$ cat src/rtl/alu_ctrl_seq.sv
// ALU control decoder with valid/ready handshake and optional multi-cycle multiply sequencing.
// Define ALU_CTRL_SEQ_MUL_EN to enable multiply decode and the MUL wait state.
module alu_ctrl_seq #(
    parameter int unsigned CTRL_W  = 4,
    parameter int unsigned MUL_LAT = 4
) (
    input  logic              clk_i,
    input  logic              rst_i,
    input  logic              valid_i,
    input  logic [5:0]        funct_i,
    input  logic [2:0]        aluop_i,
    output logic              ready_o,
    output logic [CTRL_W-1:0] ALUCtrl_o,
    output logic              valid_o,
    input  logic              ready_i,
    output logic              busy_o,
    output logic              illegal_o
);

    typedef enum logic [1:0] {
        S_IDLE = 2'd0,
`ifdef ALU_CTRL_SEQ_MUL_EN
        S_MUL  = 2'd1,
`endif
        S_HOLD = 2'd2
    } state_t;

    state_t            r_state;
    state_t            w_next;
    state_t            w_op_state;
    logic              w_ready;
    logic              w_accept;
    logic              w_consume;
    logic [3:0]        w_code;
    logic              w_illegal;
    logic [CTRL_W-1:0] r_ctrl;
    logic              r_illegal;
    logic              w_unused_funct;

    assign w_unused_funct = ^funct_i[5:4];

`ifdef ALU_CTRL_SEQ_MUL_EN
    logic       w_is_mul;
    logic [3:0] r_cnt;
`else
    localparam int unsigned lat_unused = MUL_LAT;
`endif

    always_comb begin
        w_code    = 4'b0000;
        w_illegal = 1'b0;
`ifdef ALU_CTRL_SEQ_MUL_EN
        w_is_mul  = 1'b0;
`endif
        case (aluop_i)
            3'b010: begin
                case (funct_i[3:0])
                    4'b0100: w_code = 4'b0000;
                    4'b0101: w_code = 4'b0001;
                    4'b0000: w_code = 4'b0010;
                    4'b0010: w_code = 4'b0110;
                    4'b1010: w_code = 4'b0111;
`ifdef ALU_CTRL_SEQ_MUL_EN
                    4'b1000: begin
                        w_code   = 4'b0011;
                        w_is_mul = 1'b1;
                    end
`endif
                    default: w_illegal = 1'b1;
                endcase
            end
            3'b110:  w_code = 4'b1010;
            3'b111:  w_code = 4'b1111;
            3'b000:  w_code = 4'b0010;
            3'b001:  w_code = 4'b1110;
            default: w_illegal = 1'b1;
        endcase
    end

`ifdef ALU_CTRL_SEQ_MUL_EN
    assign w_op_state = w_is_mul ? S_MUL : S_HOLD;
`else
    assign w_op_state = S_HOLD;
`endif

    always_comb begin
        w_next  = r_state;
        w_ready = 1'b0;
        case (r_state)
            S_IDLE: begin
                w_ready = 1'b1;
                if (valid_i) w_next = w_op_state;
            end
`ifdef ALU_CTRL_SEQ_MUL_EN
            S_MUL: begin
                if (r_cnt == 4'd0) w_next = S_HOLD;
            end
`endif
            S_HOLD: begin
                // Consume and accept can share an edge, giving back-to-back results.
                w_ready = ready_i;
                if (ready_i) w_next = valid_i ? w_op_state : S_IDLE;
            end
            default: w_next = S_IDLE;
        endcase
    end

    assign w_accept  = valid_i & w_ready;
    assign w_consume = (r_state == S_HOLD) & ready_i;

    always_ff @(posedge clk_i or negedge rst_i) begin
        if (!rst_i) r_state <= S_IDLE;
        else        r_state <= w_next;
    end

    always_ff @(posedge clk_i or negedge rst_i) begin
        if (!rst_i) begin
            r_ctrl    <= '0;
            r_illegal <= 1'b0;
        end else if (w_accept) begin
            r_ctrl    <= CTRL_W'(w_code);
            r_illegal <= w_illegal;
        end else if (w_consume) begin
            r_ctrl    <= '0;
            r_illegal <= 1'b0;
        end
    end

`ifdef ALU_CTRL_SEQ_MUL_EN
    always_ff @(posedge clk_i or negedge rst_i) begin
        if (!rst_i)
            r_cnt <= '0;
        else if (w_accept)
            r_cnt <= w_is_mul ? 4'(MUL_LAT - 2) : 4'd0;
        else if ((r_state == S_MUL) && (r_cnt != 4'd0))
            r_cnt <= r_cnt - 4'd1;
    end

    assign busy_o = (r_state == S_MUL);
`else
    assign busy_o = 1'b0;
`endif

    assign ready_o   = w_ready;
    assign valid_o   = (r_state == S_HOLD);
    assign ALUCtrl_o = r_ctrl;
    assign illegal_o = r_illegal;

endmodule
$ cat config.mk
export PLATFORM = sky130hd
export DESIGN_NAME = alu_ctrl_seq
export DESIGN_NICKNAME = d
export VERILOG_FILES = /design/src/rtl/alu_ctrl_seq.sv
export SDC_FILE = /design/constraint.sdc
export NUM_CORES = 1
export LEC_CHECK = 0
export CAP_MARGIN = 10
export CELL_PAD_IN_SITES_DETAIL_PLACEMENT = 0
export CELL_PAD_IN_SITES_GLOBAL_PLACEMENT = 1
export CORE_ASPECT_RATIO = 1.1
export CORE_MARGIN = 2
export CORE_UTILIZATION = 25
export CTS_CLUSTER_SIZE = 25
export DETAILED_ROUTE_END_ITERATION = 8
export GPL_ROUTABILITY_DRIVEN = 0
export PLACE_DENSITY_LB_ADDON = 0.1
export SLEW_MARGIN = 10
export SYNTH_ARGS = -nofsm -noshare
export SYNTH_HDL_FRONTEND = slang
export SYNTH_SLANG_ARGS = --single-unit
$ cat constraint.sdc
create_clock -name clk_i -period 1.05 [get_ports clk_i]
set_clock_uncertainty 0.05 [all_clocks]
set_input_delay 0.315 -clock clk_i [delete_from_list [all_inputs] [get_ports clk_i]]
set_output_delay 0.315 -clock clk_i [all_outputs]
set_load 0.005 [all_outputs]
Word level (Yosys, flattened, before mapping)
Index checks and enable logic that the tools add are counted.

Register bits: 7. Input bits: 13. Output and inout port bits: 8. Logic and storage cells: 36.

Equality and inequality tests: 11. Multiplexer cells: 13. Bitwise logic cells: 2. Reduce and logical (&&, ||, !) cells: 7.

Operators by type and width (count): one-hot mux 4 bit (5 select lines) (1); one-hot mux 3 bit (4 select lines) (1); equality test 4 x 3 -> 1 bit (second input constant) (2); 2-to-1 mux 4 bit (2); equality test 3 bit (second input constant) (2); 2-to-1 mux 2 bit (3); OR reduction 5 bit (1); equality test 4 x 2 -> 1 bit (second input constant) (1); equality test 4 bit (second input constant) (1); zero test 4 bit (1); one-hot mux 1 bit (2 select lines) (2); one-hot mux 2 bit (2 select lines) (1); OR reduction 4 bit (1); equality test 3 x 1 -> 1 bit (second input constant) (1); equality test 3 x 2 -> 1 bit (second input constant) (1); zero test 3 bit (1); 2-to-1 mux 1 bit (3); bitwise AND 1 bit (2); equality test 2 bit (second input constant) (1); zero test 2 bit (1); inequality test 2 x 1 -> 1 bit (second input constant) (1); inequality test 2 bit (second input constant) (1); AND reduction 2 bit (1); nonzero test 2 bit (1).

Logic depth before layout (Yosys ltp)
Depth after elaboration: 5. Mapped depth: 5. Depth with buffers taken out: 4.

Least setup slack after synthesis
Ideal clock, no wire load.

Path kind: input -> register. Start: in ready_i. End: reg r_ctrl[0] (netlist: ALUCtrl_o[0]). Setup time: 0.122 ns. Arrival time: 0.905 ns. Data required time: 0.878 ns. Setup slack: -0.026 ns. Stages: 3. Buffers on the path: 0. Cell sequence: nand2b_2 > and2_1 > a32o_1.

Word-level cells in the longest chain between the ends: 3. Elaborated cells between the ends (all ways): 5. Classes of those cells: 2 x mux; 2 x bitwise; 1 x reduce/logical.

Ends and longest elaborated chain: start: declaration (line 15) `input logic ready_i,`; one-hot mux 1 bit (2 select lines) (line 89) `case (r_state)`; bitwise AND 1 bit (line 108) `assign w_accept = valid_i & w_ready;`; 2-to-1 mux 4 bit / nonzero test 2 bit (equally long branches); end signal: assignment (line 121) `r_ctrl <= CTRL_W'(w_code);`; end: declaration (line 36) `logic [CTRL_W-1:0] r_ctrl;`.

Several ways; a longest one is shown, not always the timed one. A chain may end at the register's enable or synchronous reset.

Final worst setup path
Start: reg r_state[1]. End: out ready_o.

Word-level cells in the longest chain between the ends: 2. Elaborated cells between the ends (all ways): 3. Classes of those cells: 1 x eq/ne; 1 x mux; 1 x reduce/logical.

Ends and longest elaborated chain: start: declaration (line 28) `state_t r_state;`; start signal: assignment (line 113) `else r_state <= w_next;`; equality test 2 bit / zero test 2 bit (equally long branches) (line 89); one-hot mux 1 bit (2 select lines) (*) (line 89); end: declaration (line 12) `output logic ready_o,`.

Every way passes the cells marked *; elsewhere a longest branch is shown, timed or not.

==> parameters.txt <==
Parameter                              Value

Outcome
  Outcome    finished, violations left
  Failing checks    negative setup slack

Yosys
  Total number of yosys warnings    0
  Count of flip-flops with a built-in enable after synthesis    0
  Mapped Area    389 µm²
  Post-synth top area share    0.386
  Net count after synthesis    57
  Syn Inst Count    44
  Seq cells post-synth    6
  Primary flip-flop cell chosen by synthesis mapping    sky130_fd_sc_hd__dfrtp_1
  Leading post-synthesis cells by instance count    6 x sky130_fd_sc_hd__dfrtp_1, 6 x sky130_fd_sc_hd__nand2_1, 3 x sky130_fd_sc_hd__nand2b_1, 3 x sky130_fd_sc_hd__o21ai_0
  Sequential share of the synthesized area    0.386
  Netlist cell types    23
  Dominant cell type by area after synthesis    sky130_fd_sc_hd__dfrtp_1
  Cells taking the most area after synthesis    sky130_fd_sc_hd__dfrtp_1 39%, sky130_fd_sc_hd__nor3b_2 6.4%, sky130_fd_sc_hd__nand2_1 5.8%
  Syn avg cell area    8.84 µm²
  Proportion of register bits with asynchronous set or reset after synthesis    1.00

Timing
  Worst hold slack across all endpoints    273 ps
  Hold violation count in the final report    0
  Post-Route Setup TNS    -1070 ps
  Highest clock rate    0.800 GHz
  Post-route setup slack    -199 ps
  Setup-failing EPs final    12
  Portion of the clock cycle consumed by the worst path in the final layout    1.19
  Final Critical Period    1250 ps
  Setup repair after global routing missed its margin    yes
  Final-report max-slew violation count    0

Setup path
  Data required, critical path    680 ps
  Kind of end point of the critical path    primary output
  Slowest stage delay, CP    380 ps
  Arrival time of the worst setup path    880 ps
  Cell repeated most along the worst path    sky130_fd_sc_hd__buf_6
  Largest driver fanout on the critical path    2
  Cell at the slowest stage of the critical path    sky130_fd_sc_hd__dfrtp_1
  Cell-by-cell trace of the critical path    buf_6 > nand2b_4 > buf_6
  Worst Setup Path Type    register to primary output
  Launching element type of the critical path    register

Pwr
  Pleak    0.340 nW
  Total chip power    0.683 mW
  Power per Cell Area    1010 nW/µm²
  Worst supply voltage drop on vdd    0.000475 V

Routing
  Total routed wirelength    919 µm
  First-pass iteration count of the detailed router    4
  First-iteration detailed-routing DRC count    6
  Avg Vias per Cell    4.64
  Routed wire per std cell    9.99 µm
  Total number of vias    427
  Count of unresolved DRC violations after routing    0
  Detail Route Antenna Nets    0

Final layout
  Layout area overhead    74.0%
  Area of all placed cells without fillers    677 µm²
  Final std cells w/o fill    92
  Fillers    162
  Final standard cell utilization of the core    0.477
  Inserted Diodes    0
  Layout Nets    91
  Fraction of final layout cells sized beyond drive strength 1    0.408

GRT
  Final global-route overflow total    0
  Met2 Track Usage GR    0.213
  Wire length of the first global-routing pass    1640 µm
  Global-route track usage on met1    0.118
  Largest net degree at the start of global routing    7
  Overall Global Routing Usage    0.122
  Met3 track demand over resource in global routing    0.0595
  Vias in the first global route    412
  Antenna violations before repair    0
  Busiest grt layer    met2

Floorplan
  Die Span X    41.6 µm
  Initial core utilization    0.274
  # IOs    21
  Die span in y    45.4 µm
  Cell Rows    14
  Full die area    1890 µm²
  Area of the placeable core    1420 µm²

Placed design
  DP Cell Count    86
  Setup slack at placement    -718 ps
  Post-DP HPWL    785 µm
  Number of I/O port buffers    17
  Placed Area    648 µm²

Clock tree
  Count of H-tree levels built during CTS    1
  Clock sink count    6
  Clock-pin slew reported for the worst setup and hold paths after clock tree synthesis    40 ps
  Post-cts hold buffer count    0
  Num CTS Buffers    3
  CTS tree    built
  Max Buffers Root-to-Sink    2
  Clock network latency to the later pin of the worst-skew pair    230 ps
  Library cell used as clock root buffer    sky130_fd_sc_hd__clkbuf_4

Flow run
  Reported max-cap violation count    0

Min path
  Path type of the worst min-delay path    input port to async pin
## path summary, 6_finish.rpt
check                      depth (start not counted)  slack [ps]      endpoint          from
max                                                3        -200       ready_o    r_state[1]
min                                                1         270    r_state[1]         rst_i
max reg2reg                                        4        -150  ALUCtrl_o[0]    r_state[1]
min reg2reg                                        2         430  ALUCtrl_o[1]  ALUCtrl_o[1]
max in group asynchronous                          1         460  ALUCtrl_o[1]         rst_i
min in group clk_i                                 2         430  ALUCtrl_o[1]  ALUCtrl_o[1]
## routing by layer
layer	vias to the layer above	routed length [µm]	share of wire
met3	2	70	0.076
met1	189	352	0.38
met4	0	21	0.023
met5	-	0	0
met2	17	476	0.52
li1	219	-	-
## critical path, delay by kind of cell (launching register included)
| family | cells | cell delay [ps] |
|---|---|---|
| buffers and inverters | 2 | 220 |
| AND/OR/NAND/NOR | 1 | 60 |
| flip-flops | 1 | 380 |
## kinds of logic after synthesis
kind of cell    synth area share
simple gates               0.270
other cells              0.00964
compound gates             0.180
buf+inv                   0.0804
flops                      0.386
xor+xnor                  0.0225
mux                       0.0514
## cell type report
cell class,instances,area [µm²],share of cell area
multi-input combinational,33,230,0.340
timing repair buffer,32,246,0.364
clock buffer,3,22.5,0.0333
inverter,2,7.51,0.0111
sequential,6,150,0.222
tap,16,20.0,0.0296
## report_power, final
part	switching [mW]	leakage (nW)	internal, mW
Clock	0.0712	0.0138	0.128
Sequential	0.00989	0.0761	0.255
Combinational	0.0883	0.250	0.130
## flip-flops by register name, indices dropped and copies added (netlist names)
name,flops
ALUCtrl_o,4
r_state,1
illegal_o,1
## placed cells by master (no fill, tap or decap), drive strengths merged, types with 2 or more instances in the layout
master	instances
a21oi	2
a32o	2
buf	21
clkbuf	4
dfrtp	6
dlygate4sd2	9
inv	2
mux2i	2
nand2	6
nand2b	4
nor2	2
nor3b	2
o21ai	5
## timing repair
action / in CTS / in global routing
buffers inserted: 2 / 2
resized for setup: 42 / 3
setup endpoints to repair: 12 / 12
pin swaps: 2 / 2
(Power assumes the default switching activity.)
